`src/rtl/traffic_pkg.sv`:
```
// Shared types for the traffic lamp conflict monitor: lamp bundle, decoded colour,
// fault codes and monitor states, plus the lamp decode and legal-step helpers.
package traffic_pkg;

    typedef struct packed {
        logic r;
        logic y;
        logic g;
    } lamp_t;

    typedef enum logic [1:0] {RED, YELLOW, GREEN, INVALID} colour_e;

    typedef enum logic [2:0] {
        FC_NONE         = 3'd0,
        FC_LAMP_INVALID = 3'd1,
        FC_CONFLICT     = 3'd2,
        FC_SEQUENCE     = 3'd3,
        FC_SHORT_YELLOW = 3'd4,
        FC_STUCK_GREEN  = 3'd5
    } fault_code_e;

    typedef enum logic [1:0] {ARMING, MONITOR, FAULT} mon_state_e;

    function automatic colour_e decode_lamp(input lamp_t lamp);
        case ({lamp.r, lamp.y, lamp.g})
            3'b100:  decode_lamp = RED;
            3'b010:  decode_lamp = YELLOW;
            3'b001:  decode_lamp = GREEN;
            default: decode_lamp = INVALID;
        endcase
    endfunction

    // Only the forward cycle RED -> GREEN -> YELLOW -> RED is a legal change.
    function automatic logic legal_step(input colour_e prev, input colour_e cur);
        legal_step = (prev == RED    && cur == GREEN)  ||
                     (prev == GREEN  && cur == YELLOW) ||
                     (prev == YELLOW && cur == RED);
    endfunction

endpackage

```
`src/rtl/lamp_phase_tracker.sv`:
```
// Per-approach lamp tracker: decodes the lamp drives, remembers the previous colour,
// and counts how many edges the current colour has been sampled (saturating).
module lamp_phase_tracker
    import traffic_pkg::*;
#(
    parameter int MAX_GREEN = 31,
    parameter int DW        = $clog2(MAX_GREEN + 2)
) (
    input  logic          clk,
    input  logic          reset_n,
    input  lamp_t         lamp,
    input  logic          arm_load,
    input  logic          monitor,
    output colour_e       colour,
    output colour_e       prev_colour,
    output logic          changed,
    output logic [DW-1:0] dwell,
    output logic          partial
);

    colour_e       prev_reg;
    logic [DW-1:0] dwell_reg;
    logic [DW-1:0] dwell_next;
    logic          partial_reg;

    assign colour      = decode_lamp(lamp);
    assign changed     = (colour != prev_reg);
    assign prev_colour = prev_reg;
    assign dwell       = dwell_reg;
    assign partial     = partial_reg;

    always_comb begin
        dwell_next = dwell_reg;
        if (arm_load || changed) begin
            dwell_next = DW'(1);
        end else if (dwell_reg != DW'(MAX_GREEN + 1)) begin
            dwell_next = dwell_reg + DW'(1);
        end
    end

    // partial marks a phase already under way when monitoring began, so its
    // length cannot be judged until the first observed change.
    always_ff @(posedge clk or negedge reset_n) begin
        if (!reset_n) begin
            prev_reg    <= INVALID;
            dwell_reg   <= '0;
            partial_reg <= 1'b0;
        end else begin
            prev_reg  <= colour;
            dwell_reg <= dwell_next;
            if (arm_load) begin
                partial_reg <= 1'b1;
            end else if (monitor && changed) begin
                partial_reg <= 1'b0;
            end
        end
    end

endmodule

```
`src/rtl/traffic_conflict_monitor.sv`:
```
// Safety monitor for the two-approach lamp drives: checks, priority encoder, fault FSM
// and flash generator. Define TRAFFIC_MON_FAULT_COUNT_EN to add the fault_count output.
module traffic_conflict_monitor
    import traffic_pkg::*;
#(
    parameter int MIN_YELLOW = 5,
    parameter int MAX_GREEN  = 31,
    parameter int FLASH_HALF = 500000
) (
    input  logic       clk,
    input  logic       reset_n,
    input  logic       r1,
    input  logic       y1,
    input  logic       g1,
    input  logic       r2,
    input  logic       y2,
    input  logic       g2,
    input  logic       clear_fault,
    output logic       fault,
    output logic [2:0] fault_code,
    output logic       flash_out
`ifdef TRAFFIC_MON_FAULT_COUNT_EN
    ,
    output logic [7:0] fault_count
`endif
);

    localparam int DW = $clog2(MAX_GREEN + 2);
    localparam int FW = $clog2(FLASH_HALF + 1);

    lamp_t         lamp         [2];
    colour_e       colour       [2];
    colour_e       prev_colour  [2];
    logic          changed      [2];
    logic [DW-1:0] dwell        [2];
    logic          partial      [2];
    logic          seq_bad      [2];
    logic          short_yellow [2];
    logic          stuck_green  [2];

    mon_state_e    state_reg, state_next;
    fault_code_e   code_reg, code_next, viol_code;
    logic          flash_reg, flash_next;
    logic [FW-1:0] fcnt_reg, fcnt_next;
    logic          lamps_invalid, no_red, lamps_ok, arm_load, monitor;

    assign lamp[0] = {r1, y1, g1};
    assign lamp[1] = {r2, y2, g2};

    assign lamps_invalid = (colour[0] == INVALID) || (colour[1] == INVALID);
    assign no_red        = (colour[0] != RED) && (colour[1] != RED);
    assign lamps_ok      = !lamps_invalid && !no_red;
    assign arm_load      = (state_reg == ARMING) && lamps_ok;
    assign monitor       = (state_reg == MONITOR);

    genvar gi;
    generate
        for (gi = 0; gi < 2; gi++) begin : g_app
            lamp_phase_tracker #(
                .MAX_GREEN (MAX_GREEN),
                .DW        (DW)
            ) u_tracker (
                .clk         (clk),
                .reset_n     (reset_n),
                .lamp        (lamp[gi]),
                .arm_load    (arm_load),
                .monitor     (monitor),
                .colour      (colour[gi]),
                .prev_colour (prev_colour[gi]),
                .changed     (changed[gi]),
                .dwell       (dwell[gi]),
                .partial     (partial[gi])
            );

            assign seq_bad[gi]      = changed[gi] && !legal_step(prev_colour[gi], colour[gi]);
            assign short_yellow[gi] = changed[gi] && prev_colour[gi] == YELLOW && colour[gi] == RED
                                      && dwell[gi] < DW'(MIN_YELLOW) && !partial[gi];
            // dwell still holds the previous count, so equality means this is one green too many.
            assign stuck_green[gi]  = !changed[gi] && colour[gi] == GREEN && dwell[gi] == DW'(MAX_GREEN);
        end
    endgenerate

    always_comb begin
        viol_code = FC_NONE;
        if (lamps_invalid) begin
            viol_code = FC_LAMP_INVALID;
        end else if (no_red) begin
            viol_code = FC_CONFLICT;
        end else if (seq_bad[0] || seq_bad[1]) begin
            viol_code = FC_SEQUENCE;
        end else if (short_yellow[0] || short_yellow[1]) begin
            viol_code = FC_SHORT_YELLOW;
        end else if (stuck_green[0] || stuck_green[1]) begin
            viol_code = FC_STUCK_GREEN;
        end
    end

    always_comb begin
        state_next = state_reg;
        code_next  = code_reg;
        flash_next = flash_reg;
        fcnt_next  = fcnt_reg;
        case (state_reg)
            ARMING: begin
                if (lamps_ok) begin
                    state_next = MONITOR;
                end
            end
            MONITOR: begin
                if (viol_code != FC_NONE) begin
                    state_next = FAULT;
                    code_next  = viol_code;
                    fcnt_next  = '0;
                end
            end
            FAULT: begin
                // A clear is honoured only when the lamps it would release are safe.
                if (clear_fault && lamps_ok) begin
                    state_next = ARMING;
                    code_next  = FC_NONE;
                    flash_next = 1'b0;
                    fcnt_next  = '0;
                end else if (fcnt_reg == FW'(FLASH_HALF - 1)) begin
                    fcnt_next  = '0;
                    flash_next = !flash_reg;
                end else begin
                    fcnt_next = fcnt_reg + FW'(1);
                end
            end
            default: begin
                state_next = ARMING;
            end
        endcase
    end

    always_ff @(posedge clk or negedge reset_n) begin
        if (!reset_n) begin
            state_reg <= ARMING;
            code_reg  <= FC_NONE;
            flash_reg <= 1'b0;
            fcnt_reg  <= '0;
        end else begin
            state_reg <= state_next;
            code_reg  <= code_next;
            flash_reg <= flash_next;
            fcnt_reg  <= fcnt_next;
        end
    end

    assign fault      = (state_reg == FAULT);
    assign fault_code = code_reg;
    assign flash_out  = flash_reg;

`ifdef TRAFFIC_MON_FAULT_COUNT_EN
    logic [7:0] fault_count_reg;

    always_ff @(posedge clk or negedge reset_n) begin
        if (!reset_n) begin
            fault_count_reg <= '0;
        end else if (state_reg != FAULT && state_next == FAULT && fault_count_reg != 8'hFF) begin
            fault_count_reg <= fault_count_reg + 8'd1;
        end
    end

    assign fault_count = fault_count_reg;
`endif

endmodule

```
`config.mk`:
```
export PLATFORM = sky130hd
export DESIGN_NAME = traffic_conflict_monitor
export DESIGN_NICKNAME = d
export VERILOG_FILES = /design/src/rtl/traffic_pkg.sv /design/src/rtl/lamp_phase_tracker.sv /design/src/rtl/traffic_conflict_monitor.sv
export SDC_FILE = /design/constraint.sdc
export NUM_CORES = 1
export LEC_CHECK = 0
export CAP_MARGIN = 20
export CORE_UTILIZATION = 47
export DETAILED_ROUTE_END_ITERATION = 12
export SLEW_MARGIN = 20
export SYNTH_ARGS = -nofsm -noshare
export SYNTH_HDL_FRONTEND = slang
export SYNTH_SLANG_ARGS = --single-unit
```
`constraint.sdc`:
```
create_clock -name clk -period 4.6 [get_ports clk]
set_clock_uncertainty 0.15 [all_clocks]
set_input_delay 0.69 -clock clk [delete_from_list [all_inputs] [get_ports clk]]
set_output_delay 0.69 -clock clk [all_outputs]
set_load 0.05 [all_outputs]
```
Word-level counts from Yosys, hierarchy flattened
Cells that the tools add are included.

$lt $le $gt $ge: 2. Reduce and logical (&&, ||, !) cells: 63. Add/subtract/negate cells: 3. Multiplexer cells: 28. Equal/unequal tests: 28.

Operators with widths (count): $mux 19 (3); $pmux 19 s2 (1); $logic_and 1x1->1 (26); $mux 6 (4); $mux 3 (7); $add 19x1->19 const B (1); $eq 19x19->1 const B (1); $pmux 2 s3 (3); $reduce_bool 2->1 (8); $eq 2x2->1 const B (7); $add 6x1->6 const B (2); $eq 6x5->1 const B (2); $lt 6x3->1 const B (2); $ne 6x6->1 const B (2); $eq 2x1->1 const B (5); $logic_not 2->1 (5); $logic_or 1x1->1 (10); $logic_not 1->1 (9); $eq 3x1->1 const B (2); $eq 3x2->1 const B (2); $eq 3x3->1 const B (2); $mux 1 (6); $mux 2 (3); $pmux 3 s2 (1); 6 further kinds (10).

Register bits after elaboration: 43. Word-level logic and storage cells: 134. Output and inout bits: 5.

Logic depth before layout (Yosys ltp)
Gate-level depths: netlist of the first run.

Depth in word-level cells: 15. Gate-level depth with buffers: 9. Gate-level depth less buffers: 8.

Modules after synthesis
Synthesis of the first run repeated with hierarchy kept, for this count alone.

Cells, all modules: 301. Area total of the unflattened synthesis: 2854.0 sq um.

Modules (own cells, without submodules): traffic_conflict_monitor (cells each 203, instances 1, area each 1808.0 sq um); lamp_phase_tracker (cells each 49, instances 2, area each 523.0 sq um).

Least setup slack after synthesis of the first run
OpenSTA, ideal clock, no wires.

Kind: input to register. From: input port y2. To: register fcnt_reg[0]. Setup slack: 2.289 ns. Path buffers: 2. Data arrival time: 2.035 ns. Stages on the path: 8. Path through: buf_6 -> maj3_2 -> a31oi_1 -> o21ai_0 -> o211a_4 -> a21oi_4 -> buf_12 -> o22ai_2.

Word-level cells in the longest chain between the ends: 15. Elaborated cells on any way between the ends: 43. Classes of those cells: eq/ne: 8; mux: 8; reduce/logical: 27.

RTL lines: start: declaration (line traffic_conflict_monitor.sv:16) `input logic y2,`; $eq 3x1->1, or another cell as far along (line traffic_pkg.sv:25) `case ({lamp.r, lamp.y, lamp.g})`; $pmux 2 s3 (*) (line traffic_pkg.sv:25); $ne 2x2->1, or another cell as far along (line lamp_phase_tracker.sv:27) `assign changed = (colour != prev_reg);`; $logic_not 1->1, or another cell as far along (line traffic_conflict_monitor.sv:79) `assign stuck_green[gi] = !changed[gi] && colour[gi] == GREEN && dwell[gi] == DW'(MAX_GREEN);`; $logic_and 1x1->1, or another cell as far along (2 in a row) (line traffic_conflict_monitor.sv:79); $logic_or 1x1->1, or another cell as far along (line traffic_conflict_monitor.sv:93) `end else if (stuck_green[0] || stuck_green[1]) begin`; $mux 3, or another cell as far along (line traffic_conflict_monitor.sv:93); $mux 3 or $logic_or 1x1->1 (tied branches) (line traffic_conflict_monitor.sv:91, traffic_conflict_monitor.sv:89); $mux 3 (line traffic_conflict_monitor.sv:89) `end else if (seq_bad[0] || seq_bad[1]) begin`; $mux 3 (line traffic_conflict_monitor.sv:87) `end else if (no_red) begin`; $mux 3 (line traffic_conflict_monitor.sv:85) `if (lamps_invalid) begin`; $reduce_bool 3->1 (line traffic_conflict_monitor.sv:110) `if (viol_code != FC_NONE) begin`; $ne 2x2->1 (no line); $reduce_and 2->1 (no line); end signal: assignment (line traffic_conflict_monitor.sv:146) `fcnt_reg <= fcnt_next;`; end: declaration (line traffic_conflict_monitor.sv:44) `logic [FW-1:0] fcnt_reg, fcnt_next;`.

Every way passes the cells marked *; elsewhere a longest branch is shown, timed or not. A chain may end at the register's enable or synchronous reset.

Worst setup path after layout of the first run
From: input port y1. To: register fcnt_reg[14].

Word-level cells in the longest chain between the ends: 15. Elaborated cells on any way between the ends: 43. Classes of those cells: eq/ne: 8; mux: 8; reduce/logical: 27.

RTL lines: start: declaration (line traffic_conflict_monitor.sv:13) `input logic y1,`; $eq 3x1->1, or another cell as far along (line traffic_pkg.sv:25); $pmux 2 s3 (*) (line traffic_pkg.sv:25); $ne 2x2->1, or another cell as far along (line lamp_phase_tracker.sv:27); $logic_not 1->1, or another cell as far along (line traffic_conflict_monitor.sv:79); $logic_and 1x1->1, or another cell as far along (2 in a row) (line traffic_conflict_monitor.sv:79); $logic_or 1x1->1, or another cell as far along (line traffic_conflict_monitor.sv:93); $mux 3, or another cell as far along (line traffic_conflict_monitor.sv:93); $mux 3 or $logic_or 1x1->1 (tied branches) (line traffic_conflict_monitor.sv:91, traffic_conflict_monitor.sv:89); $mux 3 (line traffic_conflict_monitor.sv:89); $mux 3 (line traffic_conflict_monitor.sv:87); $mux 3 (line traffic_conflict_monitor.sv:85); $reduce_bool 3->1 (line traffic_conflict_monitor.sv:110); $ne 2x2->1 (no line); $reduce_and 2->1 (no line).

Marks and branches as above.

==> report_table.html, run 1 <==
<table>
<tr><th>Metric</th><th>Value</th></tr>
<tr><th colspan="2">Outcome</th></tr>
<tr><td>Result of the run</td><td>finished, final reports clean</td></tr>
<tr><th colspan="2">Power</th></tr>
<tr><td>Fraction of power consumed by sequential logic</td><td>42.6%</td></tr>
<tr><td>Static Leak</td><td>1.262 nW</td></tr>
<tr><td>Power per standard cell area</td><td>381.6 mW/mm^2</td></tr>
<tr><td>Clk pwr share</td><td>24.3%</td></tr>
<tr><td>Relative contribution of combinational cells to total power</td><td>33.1%</td></tr>
<tr><td>Peak supply drop</td><td>0.0002280 V</td></tr>
<tr><td>Switching power</td><td>455.8 uW</td></tr>
<tr><td>Switching part of the total</td><td>37.50%</td></tr>
<tr><td>Internal Power</td><td>759.7 uW</td></tr>
<tr><th colspan="2">Worst setup path</th></tr>
<tr><td>Cell depth of the worst flop-to-flop path</td><td>7</td></tr>
<tr><td>Stage delay of the slowest cell on the critical path</td><td>0.79 ns</td></tr>
<tr><td>Startpoint Class</td><td>input pin</td></tr>
<tr><td>Capturing instance or port of the critical path</td><td>fcnt_reg[14]</td></tr>
<tr><td>Critical path launch point</td><td>y1</td></tr>
<tr><td>CP arrival</td><td>3.32 ns</td></tr>
<tr><td>Worst reg2reg path startpoint</td><td>g_app[1].u_tracker.prev_colour[1]</td></tr>
<tr><td>Worst Path Required</td><td>4.67 ns</td></tr>
<tr><td>Critical path fanouts, max</td><td>13</td></tr>
<tr><td>Ordered list of cells on the worst path</td><td>clkdlybuf4s50_1, nand2b_1, o32ai_2, o311a_2, nor2_1, o21ai_0, o21ai_2</td></tr>
<tr><td>Slack of the worst reg-to-reg path</td><td>2.13 ns</td></tr>
<tr><td>Slowest cell on crit path</td><td>sky130_fd_sc_hd__clkdlybuf4s50_1</td></tr>
<tr><td>Worst setup path class</td><td>input pin to flop</td></tr>
<tr><td>Crit end category</td><td>flop</td></tr>
<tr><td>End of the worst register-to-register path</td><td>fcnt_reg[0]</td></tr>
<tr><th colspan="2">Logic synthesis</th></tr>
<tr><td>Sequential cell area fraction in the yosys report</td><td>36.36%</td></tr>
<tr><td>Synthesized area per cell</td><td>9.009 sq um</td></tr>
<tr><td>Number of synthesized flops with an enable pin</td><td>0</td></tr>
<tr><td>Area share of the leading cell type in the synthesized netlist</td><td>32.83%</td></tr>
<tr><td>List of most frequent post-synthesis cells</td><td>42 x sky130_fd_sc_hd__nand2_1, 39 x sky130_fd_sc_hd__dfrtp_1, 26 x sky130_fd_sc_hd__nor2_1</td></tr>
<tr><td>Most used standard cell by instance count after synthesis</td><td>sky130_fd_sc_hd__nand2_1</td></tr>
<tr><td>Post-synthesis cell type with the largest combined area</td><td>sky130_fd_sc_hd__dfrtp_1</td></tr>
<tr><td>Synthesis warning total</td><td>0</td></tr>
<tr><td>Post-synthesis net count</td><td>346</td></tr>
<tr><td>Primary flip-flop cell chosen by synthesis mapping</td><td>sky130_fd_sc_hd__dfrtp_1</td></tr>
<tr><td>Flop and latch count out of synthesis</td><td>43</td></tr>
<tr><td>Proportion of register bits with asynchronous set or reset after synthesis</td><td>100.0%</td></tr>
<tr><td>Synth area leaders</td><td>sky130_fd_sc_hd__dfrtp_1 33%, sky130_fd_sc_hd__nand2_1 5.3%, sky130_fd_sc_hd__o21ai_2 5.3%</td></tr>
<tr><td>Cell Area, Synth</td><td>0.002973 sq mm</td></tr>
<tr><td>Library cells used by synthesis</td><td>67</td></tr>
<tr><td>Post-Syn Instances</td><td>330</td></tr>
<tr><th colspan="2">Timing</th></tr>
<tr><td>Worst slew margin relative to its limit</td><td>45.05%</td></tr>
<tr><td>Setup repair after global routing missed its margin</td><td>no</td></tr>
<tr><td>Worst-margin pin slew</td><td>0.8212 ns</td></tr>
<tr><td>Final critical-path required period</td><td>3.246 ns</td></tr>
<tr><td>Final Hold Vio Count</td><td>0</td></tr>
<tr><td>Pins over their slew limit</td><td>0</td></tr>
<tr><td>Final total negative setup slack</td><td>0 ns</td></tr>
<tr><td>Share of the cycle needed by the critical path after routing</td><td>70.56%</td></tr>
<tr><td>Finish-stage setup viols</td><td>0</td></tr>
<tr><td>Maximum clock rate</td><td>308.1 MHz</td></tr>
<tr><th colspan="2">Floorplanning</th></tr>
<tr><td>IO Count</td><td>14</td></tr>
<tr><td>Effective utilization at floorplan</td><td>49.34%</td></tr>
<tr><td>Chip width</td><td>81.53 microns</td></tr>
<tr><td>Y dimension of the die</td><td>81.53 microns</td></tr>
<tr><td>Total die area</td><td>0.006647 sq mm</td></tr>
<tr><td>Core area</td><td>0.006026 sq mm</td></tr>
<tr><td>Placement Rows</td><td>28</td></tr>
<tr><th colspan="2">Placement</th></tr>
<tr><td>Final Wtd Congestion</td><td>0.8370</td></tr>
<tr><td>PortBufs</td><td>13</td></tr>
<tr><td>Half-perimeter wire length of the detailed placement result</td><td>4.439 mm</td></tr>
<tr><th colspan="2">Layout</th></tr>
<tr><td>Final core utilization</td><td>52.87%</td></tr>
<tr><td>Max reg flops</td><td>19</td></tr>
<tr><td>P&amp;R area growth vs syn</td><td>7.155%</td></tr>
<tr><td>Nets@finish</td><td>352</td></tr>
<tr><td>Fraction of final layout cells sized beyond drive strength 1</td><td>15.43%</td></tr>
<tr><td>Final antenna diode count</td><td>0</td></tr>
<tr><th colspan="2">CTS</th></tr>
<tr><td>Count of buffers added by post-CTS timing repair for setup</td><td>0</td></tr>
<tr><td>Clock buffer depth</td><td>2</td></tr>
<tr><td>Clock Pin Slew Worst Setup and Hold Paths</td><td>0.08 ns</td></tr>
<tr><td>Number of instances resized during post-cts repair</td><td>0</td></tr>
<tr><td>TritonCTS buffer count</td><td>5</td></tr>
<tr><td>Number of clock sinks seen by CTS</td><td>43</td></tr>
<tr><td>Clk Latency, worst-skew pair</td><td>0.30 ns</td></tr>
<tr><td>CTS Hold Bufs</td><td>0</td></tr>
<tr><td>Root buf cell</td><td>sky130_fd_sc_hd__clkbuf_8</td></tr>
<tr><td>Clock tree from TritonCTS</td><td>yes</td></tr>
<tr><td>Maximum level of the CTS H-tree</td><td>2</td></tr>
<tr><th colspan="2">Route</th></tr>
<tr><td>Via count</td><td>2358</td></tr>
<tr><td>Per-cell via count in the routed design</td><td>5.723</td></tr>
<tr><td>Post-detailed-route count of antenna-violating nets</td><td>0</td></tr>
<tr><td>Number of design rule violations left after detail routing</td><td>0</td></tr>
<tr><td>Detailed Route WL</td><td>6.304 mm</td></tr>
<tr><td>Initial DRC count</td><td>61</td></tr>
<tr><td>Post-detailed-route wirelength per cell</td><td>15.30 microns</td></tr>
<tr><td>Number of detailed-routing iterations run before antenna repair</td><td>4</td></tr>
<tr><th colspan="2">Run</th></tr>
<tr><td>Max Cap Violations</td><td>0</td></tr>
<tr><th colspan="2">GRT</th></tr>
<tr><td>Overflow left after global routing</td><td>0</td></tr>
<tr><td>Pin count of the biggest net entering global routing</td><td>44</td></tr>
<tr><td>Total track usage</td><td>21.14%</td></tr>
<tr><td>Initial antenna violation count</td><td>0</td></tr>
<tr><td>Number of global-route vias before repair</td><td>2229</td></tr>
<tr><td>Wire length of the first global-routing pass</td><td>10.68 mm</td></tr>
<tr><th colspan="2">Worst hold path</th></tr>
<tr><td>Worst min-delay path category</td><td>input pin to async pin</td></tr>
</table>
## layout make-up
class,count,area [sq um]
multi-input cells,262,1728
flip-flops and latches,43,1081
well taps,75,93.84
repair buffers,15,142.6
fillers,576,2840
clock buffers,7,76.32
clock inverters,1,30.03
inverters,9,33.78
## cells by family after synthesis
family                     count (synthesis)  synth area share (%)
adders and majority gates                  9                 3.661
DFF                                       43                 36.36
AOI/OAI and AO/OA                         82                 21.25
buffers and inverters                     25                 5.513
xor gates and xnor gates                  15                 4.672
muxes                                      2                0.6734
and+or+nand+nor                          154                 27.86
## stage by stage
stage	hold WS, ns	instance area [sq um]	setup WS, ns	cells	power (mW)
2_1_floorplan	0.2444	2973	2.289	330	0.8266
3_3_place_gp	0.3159	3077	1.043	404	0.9271
3_5_place_dp	0.3176	3077	1.018	404	0.9311
4_1_cts	0.3366	3183	1.323	412	1.232
5_1_grt	0.2735	3186	1.151	412	1.300
6_report	0.2266	3186	1.354	412	1.216
## critical path, delay by kind of cell
kind / cells / cell delay, ns
AND/OR/NAND/NOR: 2 / 0.91
AO/OA/AOI/OAI: 4 / 0.92
buffers and inverters: 1 / 0.79
## routing by layer
| metal | routed length (microns) | global-route usage (%) | up-vias |
|---|---|---|---|
| li1 | - | - | 1185 |
| met1 | 3055 | 27.50 | 1134 |
| met2 | 2953 | 35.75 | 31 |
| met3 | 199 | 3.667 | 8 |
| met4 | 96 | 6.071 | 0 |
| met5 | 0 | 0 | - |
## power groups by stage
stage | Combinational (mW) | Sequential (mW) | Clock (mW)
after detailed placement | 0.409 | 0.522 | 0
after global placement | 0.404 | 0.523 | 0
final | 0.403 | 0.517 | 0.295
after floorplan | 0.290 | 0.537 | 0
after CTS | 0.410 | 0.517 | 0.304
after global routing | 0.446 | 0.531 | 0.322
## worst min-delay path by stage
stage	to	startpoint	slack, ns	depth (start not counted)
finish	g_app[0].u_tracker.dwell[5]	reset_n	0.23	1
detailed placement	g_app[1].u_tracker.partial	g_app[1].u_tracker.partial	0.32	1
global route	fault_code[1]	reset_n	0.27	1
floorplan	fault_code[0]	reset_n	0.24	0
CTS	g_app[1].u_tracker.partial	g_app[1].u_tracker.partial	0.34	1
global placement	g_app[1].u_tracker.partial	g_app[1].u_tracker.partial	0.32	1
## cell usage in the layout, fill, tap and decap left out, drive strengths merged, types with 8 or more instances in the layout
cell type,n
a21oi,8
clkdlybuf4s50,12
dfrtp,39
inv,9
nand2,42
nand2b,8
nand3,12
nor2,26
nor3,13
o21ai,40
xnor2,9
Power figures use the tool's default switching activity.
==> inputs of run 2 (changes only) <==
Clock period 4.6 ns to 3.1 ns, I/O delays scaled along.
==> report_table.html, run 2 (synthesized netlist as in run 1, its figures left out) <==
<table>
<tr><th>Metric</th><th>Value</th></tr>
<tr><th colspan="2">Floorplanning</th></tr>
<tr><td>Core area</td><td>0.006026 sq mm</td></tr>
<tr><td>Placement Rows</td><td>28</td></tr>
<tr><td>Total die area</td><td>0.006647 sq mm</td></tr>
<tr><td>IO Count</td><td>14</td></tr>
<tr><td>Effective utilization at floorplan</td><td>49.34%</td></tr>
<tr><td>Chip width</td><td>81.53 microns</td></tr>
<tr><td>Y dimension of the die</td><td>81.53 microns</td></tr>
<tr><th colspan="2">Timing</th></tr>
<tr><td>Final total negative setup slack</td><td>0 ns</td></tr>
<tr><td>Worst-margin pin slew</td><td>0.7601 ns</td></tr>
<tr><td>Pins over their slew limit</td><td>0</td></tr>
<tr><td>Finish-stage setup viols</td><td>0</td></tr>
<tr><td>Share of the cycle needed by the critical path after routing</td><td>90.47%</td></tr>
<tr><td>Smallest hold slack</td><td>-0.02256 ns</td></tr>
<tr><td>Final critical-path required period</td><td>2.805 ns</td></tr>
<tr><td>Worst slew margin relative to its limit</td><td>49.14%</td></tr>
<tr><td>Maximum clock rate</td><td>356.5 MHz</td></tr>
<tr><td>Setup repair after global routing missed its margin</td><td>no</td></tr>
<tr><td>Final Hold Vio Count</td><td>10</td></tr>
<tr><th colspan="2">Route</th></tr>
<tr><td>Number of detailed-routing iterations run before antenna repair</td><td>4</td></tr>
<tr><td>Number of design rule violations left after detail routing</td><td>0</td></tr>
<tr><td>Post-detailed-route count of antenna-violating nets</td><td>0</td></tr>
<tr><td>Initial DRC count</td><td>82</td></tr>
<tr><td>Via count</td><td>2410</td></tr>
<tr><td>Per-cell via count in the routed design</td><td>5.724</td></tr>
<tr><td>Post-detailed-route wirelength per cell</td><td>15.50 microns</td></tr>
<tr><td>Detailed Route WL</td><td>6.525 mm</td></tr>
<tr><th colspan="2">Worst setup path</th></tr>
<tr><td>CP arrival</td><td>2.89 ns</td></tr>
<tr><td>Worst Path Required</td><td>3.19 ns</td></tr>
<tr><td>Critical path fanouts, max</td><td>13</td></tr>
<tr><td>Slack of the worst reg-to-reg path</td><td>0.71 ns</td></tr>
<tr><td>Crit end category</td><td>flop</td></tr>
<tr><td>Worst setup path class</td><td>input pin to flop</td></tr>
<tr><td>Startpoint Class</td><td>input pin</td></tr>
<tr><th colspan="2">Outcome</th></tr>
<tr><td>Failing checks</td><td>hold timing</td></tr>
<tr><td>Result of the run</td><td>complete, but fails checks</td></tr>
<tr><th colspan="2">CTS</th></tr>
<tr><td>Clock buffer depth</td><td>2</td></tr>
<tr><td>Clk Latency, worst-skew pair</td><td>0.31 ns</td></tr>
<tr><td>Number of instances resized during post-cts repair</td><td>0</td></tr>
<tr><td>Maximum level of the CTS H-tree</td><td>2</td></tr>
<tr><td>Count of buffers added by post-CTS timing repair for setup</td><td>0</td></tr>
<tr><td>TritonCTS buffer count</td><td>5</td></tr>
<tr><td>Clock Pin Slew Worst Setup and Hold Paths</td><td>0.09 ns</td></tr>
<tr><td>Clock tree from TritonCTS</td><td>yes</td></tr>
<tr><td>CTS Hold Bufs</td><td>0</td></tr>
<tr><td>Root buf cell</td><td>sky130_fd_sc_hd__clkbuf_8</td></tr>
<tr><td>Number of clock sinks seen by CTS</td><td>43</td></tr>
<tr><th colspan="2">Power</th></tr>
<tr><td>Fraction of power consumed by sequential logic</td><td>40.0%</td></tr>
<tr><td>Switching part of the total</td><td>36.36%</td></tr>
<tr><td>Relative contribution of combinational cells to total power</td><td>32.0%</td></tr>
<tr><td>Switching power</td><td>699.6 uW</td></tr>
<tr><td>Peak supply drop</td><td>0.0002550 V</td></tr>
<tr><td>Static Leak</td><td>1.322 nW</td></tr>
<tr><td>Internal Power</td><td>1.224 mW</td></tr>
<tr><td>Total power</td><td>1.924 mW</td></tr>
<tr><td>Clk pwr share</td><td>28.0%</td></tr>
<tr><td>Power per standard cell area</td><td>583.8 mW/mm^2</td></tr>
<tr><th colspan="2">Layout</th></tr>
<tr><td>P&amp;R area growth vs syn</td><td>10.86%</td></tr>
<tr><td>Most frequent cells in the layout</td><td>42 x sky130_fd_sc_hd__nand2_1, 39 x sky130_fd_sc_hd__dfrtp_1, 26 x sky130_fd_sc_hd__nor2_1, 22 x sky130_fd_sc_hd__o21ai_0, 18 x sky130_fd_sc_hd__o21ai_2</td></tr>
<tr><td>Cell area after layout</td><td>0.003296 sq mm</td></tr>
<tr><td>Leading cell type in the layout, fill and taps excluded</td><td>sky130_fd_sc_hd__nand2_1</td></tr>
<tr><td>Number of fill cells</td><td>571</td></tr>
<tr><td>Max reg flops</td><td>19</td></tr>
<tr><td>Fraction of final layout cells sized beyond drive strength 1</td><td>18.21%</td></tr>
<tr><td>Nets@finish</td><td>361</td></tr>
<tr><td>Final antenna diode count</td><td>0</td></tr>
<tr><td>Fin cells</td><td>421</td></tr>
<tr><th colspan="2">Placement</th></tr>
<tr><td>Placement Cell Area</td><td>0.003157 sq mm</td></tr>
<tr><td>Final Wtd Congestion</td><td>0.7923</td></tr>
<tr><td>Half-perimeter wire length of the detailed placement result</td><td>4.566 mm</td></tr>
<tr><td>PortBufs</td><td>13</td></tr>
<tr><td>Cell count after placement</td><td>413</td></tr>
<tr><th colspan="2">Run</th></tr>
<tr><td>Max Cap Violations</td><td>0</td></tr>
<tr><th colspan="2">GRT</th></tr>
<tr><td>Overflow left after global routing</td><td>0</td></tr>
<tr><td>Wire length of the first global-routing pass</td><td>10.83 mm</td></tr>
<tr><td>Pin count of the biggest net entering global routing</td><td>44</td></tr>
<tr><td>Number of global-route vias before repair</td><td>2284</td></tr>
<tr><td>Initial antenna violation count</td><td>0</td></tr>
<tr><td>Total track usage</td><td>21.44%</td></tr>
<tr><th colspan="2">Worst hold path</th></tr>
<tr><td>Worst min-delay path category</td><td>input pin to async pin</td></tr>
</table>
-- run 2: stage by stage --
| step | utilization [%] | setup slack (ns) |
|---|---|---|
| 3_5_place_dp | 52.39 | -0.009304 |
| 3_3_place_gp | 52.39 | 0.04170 |
| 6_report | 54.69 | 0.2953 |
| 2_1_floorplan | - | 1.014 |
| 5_1_grt | 54.69 | 0.1117 |
| 4_1_cts | 54.65 | 0.3090 |
-- run 2: power groups by stage --
stage | registers [mW] | clock network, mW | logic, mW
2_1_floorplan | 0.796 | 0 | 0.430
3_3_place_gp | 0.777 | 0 | 0.613
3_5_place_dp | 0.774 | 0 | 0.622
4_1_cts | 0.768 | 0.546 | 0.624
5_1_grt | 0.786 | 0.571 | 0.679
6_report | 0.769 | 0.539 | 0.616
-- run 2: final timing paths --
kind,cells after the start,startpoint,to
max in group asynchronous,1,reset_n,state_reg[1]
worst max register to register,7,fcnt_reg[0],fcnt_reg[18]
min in group clk,1,g_app[1].u_tracker.partial,g_app[1].u_tracker.partial
worst min-delay path,1,reset_n,g_app[0].u_tracker.dwell[3]
worst max-delay path,7,y1,fcnt_reg[11]
worst min register to register,1,g_app[1].u_tracker.partial,g_app[1].u_tracker.partial
-- run 2: cell type report --
| type | count | area, sq um | share of cell area [%] |
|---|---|---|---|
| Inverter | 9 | 33.78 | 1.025 |
| Clock inverter | 3 | 67.56 | 2.050 |
| Timing Repair Buffer | 24 | 222.7 | 6.758 |
| Sequential cell | 43 | 1081 | 32.80 |
| Tap cell | 75 | 93.84 | 2.847 |
| Clock buffer | 5 | 68.82 | 2.088 |
| Multi-Input combinational cell | 262 | 1728 | 52.43 |
-- run 2: worst max-delay path, cell delays in order --
cell                              delay, ns
sky130_fd_sc_hd__clkdlybuf4s50_1       0.66
sky130_fd_sc_hd__nand2b_1              0.24
sky130_fd_sc_hd__o32ai_2               0.12
sky130_fd_sc_hd__o311a_2               0.42
sky130_fd_sc_hd__nor2_1                0.61
sky130_fd_sc_hd__o21ai_0               0.27
sky130_fd_sc_hd__o21ai_2               0.11
-- run 2: layer usage --
layer	global-route usage, %	routed length [microns]	up-vias
met3	4.889	202	8
li1	-	-	1213
met5	0	0	-
met1	26.17	3042	1160
met2	37.58	3204	29
met4	5.893	76	0
==> inputs of run 3 (changes only) <==
Settings changed: CORE_UTILIZATION 47 to 55, PLACE_DENSITY set to 0.74, SYNTH_HIERARCHICAL set to 1.
==> report_table.html, run 3 <==
<table>
<tr><th>Metric</th><th>Value</th></tr>
<tr><th colspan="2">Route</th></tr>
<tr><td>Initial DRC count</td><td>208</td></tr>
<tr><td>Post-detailed-route count of antenna-violating nets</td><td>0</td></tr>
<tr><td>Per-cell via count in the routed design</td><td>5.975</td></tr>
<tr><td>Post-detailed-route wirelength per cell</td><td>15.20 microns</td></tr>
<tr><td>Number of detailed-routing iterations run before antenna repair</td><td>4</td></tr>
<tr><td>Number of design rule violations left after detail routing</td><td>0</td></tr>
<tr><td>Detailed Route WL</td><td>6.188 mm</td></tr>
<tr><td>Via count</td><td>2432</td></tr>
<tr><th colspan="2">Worst setup path</th></tr>
<tr><td>Ordered list of cells on the worst path</td><td>clkdlybuf4s50_1, or4b_1, a31oi_2, nor2_2, nor4bb_2, and4_1, or4b_4, o21ai_4, mux2i_1</td></tr>
<tr><td>Slowest cell on crit path</td><td>sky130_fd_sc_hd__or4b_4</td></tr>
<tr><td>Buffering stage count on the worst path with inverters included</td><td>1</td></tr>
<tr><td>Startpoint Class</td><td>input pin</td></tr>
<tr><td>CP delay by family, top</td><td>simple AND/OR/NAND/NOR gates</td></tr>
<tr><td>CP arrival</td><td>3.08 ns</td></tr>
<tr><td>Stage delay of the slowest cell on the critical path</td><td>0.55 ns</td></tr>
<tr><td>Worst setup path class</td><td>input pin to flop</td></tr>
<tr><td>Critical path fanouts, max</td><td>4</td></tr>
<tr><td>Worst Path Required</td><td>3.17 ns</td></tr>
<tr><td>Crit end category</td><td>flop</td></tr>
<tr><th colspan="2">GRT</th></tr>
<tr><td>Total track usage</td><td>24.15%</td></tr>
<tr><td>Number of global-route vias before repair</td><td>2200</td></tr>
<tr><td>Pin count of the biggest net entering global routing</td><td>44</td></tr>
<tr><td>Initial antenna violation count</td><td>0</td></tr>
<tr><td>Overflow left after global routing</td><td>0</td></tr>
<tr><td>Wire length of the first global-routing pass</td><td>10.21 mm</td></tr>
<tr><th colspan="2">Logic synthesis</th></tr>
<tr><td>Post-synthesis cell type with the largest combined area</td><td>sky130_fd_sc_hd__dfrtp_1</td></tr>
<tr><td>Primary flip-flop cell chosen by synthesis mapping</td><td>sky130_fd_sc_hd__dfrtp_1</td></tr>
<tr><td>Post-synthesis net count</td><td>315</td></tr>
<tr><td>Synth area leaders</td><td>sky130_fd_sc_hd__dfrtp_1 34%, sky130_fd_sc_hd__nand3_1 4.0%, sky130_fd_sc_hd__dfstp_2 3.7%</td></tr>
<tr><td>Sequential cell area fraction in the yosys report</td><td>37.88%</td></tr>
<tr><td>Number of synthesized flops with an enable pin</td><td>0</td></tr>
<tr><td>Synthesized area per cell</td><td>9.482 sq um</td></tr>
<tr><td>Area share of the leading cell type in the synthesized netlist</td><td>34.20%</td></tr>
<tr><td>Synthesis warning total</td><td>6</td></tr>
<tr><td>Library cells used by synthesis</td><td>57</td></tr>
<tr><td>Cell Area, Synth</td><td>0.002854 sq mm</td></tr>
<tr><td>Most used standard cell by instance count after synthesis</td><td>sky130_fd_sc_hd__dfrtp_1</td></tr>
<tr><td>Proportion of register bits with asynchronous set or reset after synthesis</td><td>100.0%</td></tr>
<tr><td>Post-Syn Instances</td><td>301</td></tr>
<tr><td>List of most frequent post-synthesis cells</td><td>39 x sky130_fd_sc_hd__dfrtp_1, 25 x sky130_fd_sc_hd__nor2_1, 23 x sky130_fd_sc_hd__nand3_1</td></tr>
<tr><td>Flop and latch count out of synthesis</td><td>43</td></tr>
<tr><th colspan="2">Layout</th></tr>
<tr><td>Nets@finish</td><td>353</td></tr>
<tr><td>Leading cell type in the layout, fill and taps excluded</td><td>sky130_fd_sc_hd__dfrtp_1</td></tr>
<tr><td>Cell area after layout</td><td>0.003363 sq mm</td></tr>
<tr><td>Fin cells</td><td>407</td></tr>
<tr><td>Most frequent cells in the layout</td><td>39 x sky130_fd_sc_hd__dfrtp_1, 29 x sky130_fd_sc_hd__buf_4, 24 x sky130_fd_sc_hd__nor2_1, 23 x sky130_fd_sc_hd__nand3_1, 20 x sky130_fd_sc_hd__inv_1</td></tr>
<tr><td>Max reg flops</td><td>19</td></tr>
<tr><td>Final antenna diode count</td><td>0</td></tr>
<tr><td>P&amp;R area growth vs syn</td><td>17.84%</td></tr>
<tr><td>Fraction of final layout cells sized beyond drive strength 1</td><td>20.59%</td></tr>
<tr><th colspan="2">Floorplanning</th></tr>
<tr><td>Effective utilization at floorplan</td><td>58.86%</td></tr>
<tr><td>IO Count</td><td>14</td></tr>
<tr><td>Total die area</td><td>0.005481 sq mm</td></tr>
<tr><td>Placement Rows</td><td>25</td></tr>
<tr><td>Core area</td><td>0.004848 sq mm</td></tr>
<tr><td>Y dimension of the die</td><td>74.04 microns</td></tr>
<tr><td>Chip width</td><td>74.04 microns</td></tr>
<tr><th colspan="2">CTS</th></tr>
<tr><td>Clk Latency, worst-skew pair</td><td>0.30 ns</td></tr>
<tr><td>Clock tree from TritonCTS</td><td>yes</td></tr>
<tr><td>Number of clock sinks seen by CTS</td><td>43</td></tr>
<tr><td>Clock buffer depth</td><td>2</td></tr>
<tr><td>Root buf cell</td><td>sky130_fd_sc_hd__clkbuf_8</td></tr>
<tr><td>TritonCTS buffer count</td><td>5</td></tr>
<tr><td>Maximum level of the CTS H-tree</td><td>2</td></tr>
<tr><td>Clock Pin Slew Worst Setup and Hold Paths</td><td>0.09 ns</td></tr>
<tr><th colspan="2">Placement</th></tr>
<tr><td>Placement Cell Area</td><td>0.003189 sq mm</td></tr>
<tr><td>Half-perimeter wire length of the detailed placement result</td><td>4.414 mm</td></tr>
<tr><td>PortBufs</td><td>13</td></tr>
<tr><td>Cell count after placement</td><td>395</td></tr>
<tr><td>Final Wtd Congestion</td><td>0.8094</td></tr>
<tr><th colspan="2">Timing</th></tr>
<tr><td>Finish-stage setup viols</td><td>0</td></tr>
<tr><td>Pins over their slew limit</td><td>0</td></tr>
<tr><td>Share of the cycle needed by the critical path after routing</td><td>97.09%</td></tr>
<tr><td>Maximum clock rate</td><td>332.2 MHz</td></tr>
<tr><td>Setup repair after global routing missed its margin</td><td>no</td></tr>
<tr><td>Worst-margin pin slew</td><td>0.7340 ns</td></tr>
<tr><td>Smallest hold slack</td><td>0.3970 ns</td></tr>
<tr><td>Final total negative setup slack</td><td>0 ns</td></tr>
<tr><td>Worst slew margin relative to its limit</td><td>50.62%</td></tr>
<tr><td>Final Hold Vio Count</td><td>0</td></tr>
<tr><td>Final critical-path required period</td><td>3.010 ns</td></tr>
<tr><th colspan="2">Worst hold path</th></tr>
<tr><td>Worst min-delay path category</td><td>flop to flop</td></tr>
<tr><th colspan="2">Power</th></tr>
<tr><td>Power per standard cell area</td><td>567.9 mW/mm^2</td></tr>
<tr><td>Peak supply drop</td><td>0.0004485 V</td></tr>
<tr><td>Static Leak</td><td>1.438 nW</td></tr>
<tr><th colspan="2">Run</th></tr>
<tr><td>Max Cap Violations</td><td>0</td></tr>
<tr><th colspan="2">Outcome</th></tr>
<tr><td>Result of the run</td><td>finished, final reports clean</td></tr>
</table>
[run 3: cell types whose count changed in the layout (fill, tap and decap cells not counted), sizes merged, moves of 11 or more]
cell   previous run  this run
o21ai            40         7
nand3            12        23
buf              12        32
a31oi             2        14
nand2            42        18
inv               9        20
[run 3: cells by family after synthesis]
group | count (synthesis) | share of synthesized area, %
compound gates | 59 | 18.11
xor+xnor | 16 | 4.910
fa+ha+maj | 5 | 2.192
buf+inv | 34 | 6.006
flops | 43 | 37.88
mux | 4 | 1.403
simple gates | 140 | 29.50
[run 3: routing by layer]
metal / part of all wire, % / global-route usage, %
met2: 44 / 38.59
met3: 2.7 / 3.930
met5: 0 / 0
met1: 52 / 33.99
met4: 1.0 / 6.624
[run 3: power by group]
part / switching, mW / total [mW] / internal, mW
Clock: 0.198 / 0.402 / 0.204
Combinational: 0.437 / 0.723 / 0.286
Sequential: 0.125 / 0.785 / 0.660
Total: 0.760 / 1.91 / 1.15
[run 3: layout make-up]
class / instances / area (sq um)
clock buffers: 8 / 100.1
fillers: 398 / 1485
inverters: 20 / 75.07
multi-input cells: 224 / 1622
flip-flops and latches: 43 / 1081
well taps: 67 / 83.83
repair buffers: 45 / 401.6
[run 3: stage by stage]
stage	util (%)	power (mW)	setup WS, ns
after floorplan	-	1.249	0.2470
after global placement	65.78	1.486	-0.2422
after detailed placement	65.78	1.506	-0.3354
after CTS	68.05	1.906	0.0005753
after global routing	69.37	2.014	0.002013
final	69.37	1.910	0.09006
[run 3: what timing repair did]
action / 4_1_cts / 5_1_grt
pin swaps: 2 / 1
buffers inserted: 1 / 1
gates resized for setup: 2 / 7
hold endpoints to repair: 0 / 6
endpoints found under the setup margin: 1 / 20
hold buffers: 0 / 1
[run 3: worst paths after layout]
check                                             startpoint                     endpoint  slack, ns  cells after the start
setup / recovery                                          y2                fault_code[1]       0.09                      9
hold / removal                                   fcnt_reg[0]                  fcnt_reg[0]       0.40                      1
setup reg to reg           g_app[1].u_tracker/prev_colour[0]                fault_code[1]       0.11                      8
hold reg to reg                                  fcnt_reg[0]                  fcnt_reg[0]       0.40                      1
max in group asynchronous                            reset_n                  fcnt_reg[9]       1.90                      3
min in group asynchronous                            reset_n  g_app[0].u_tracker/dwell[5]       0.43                      2
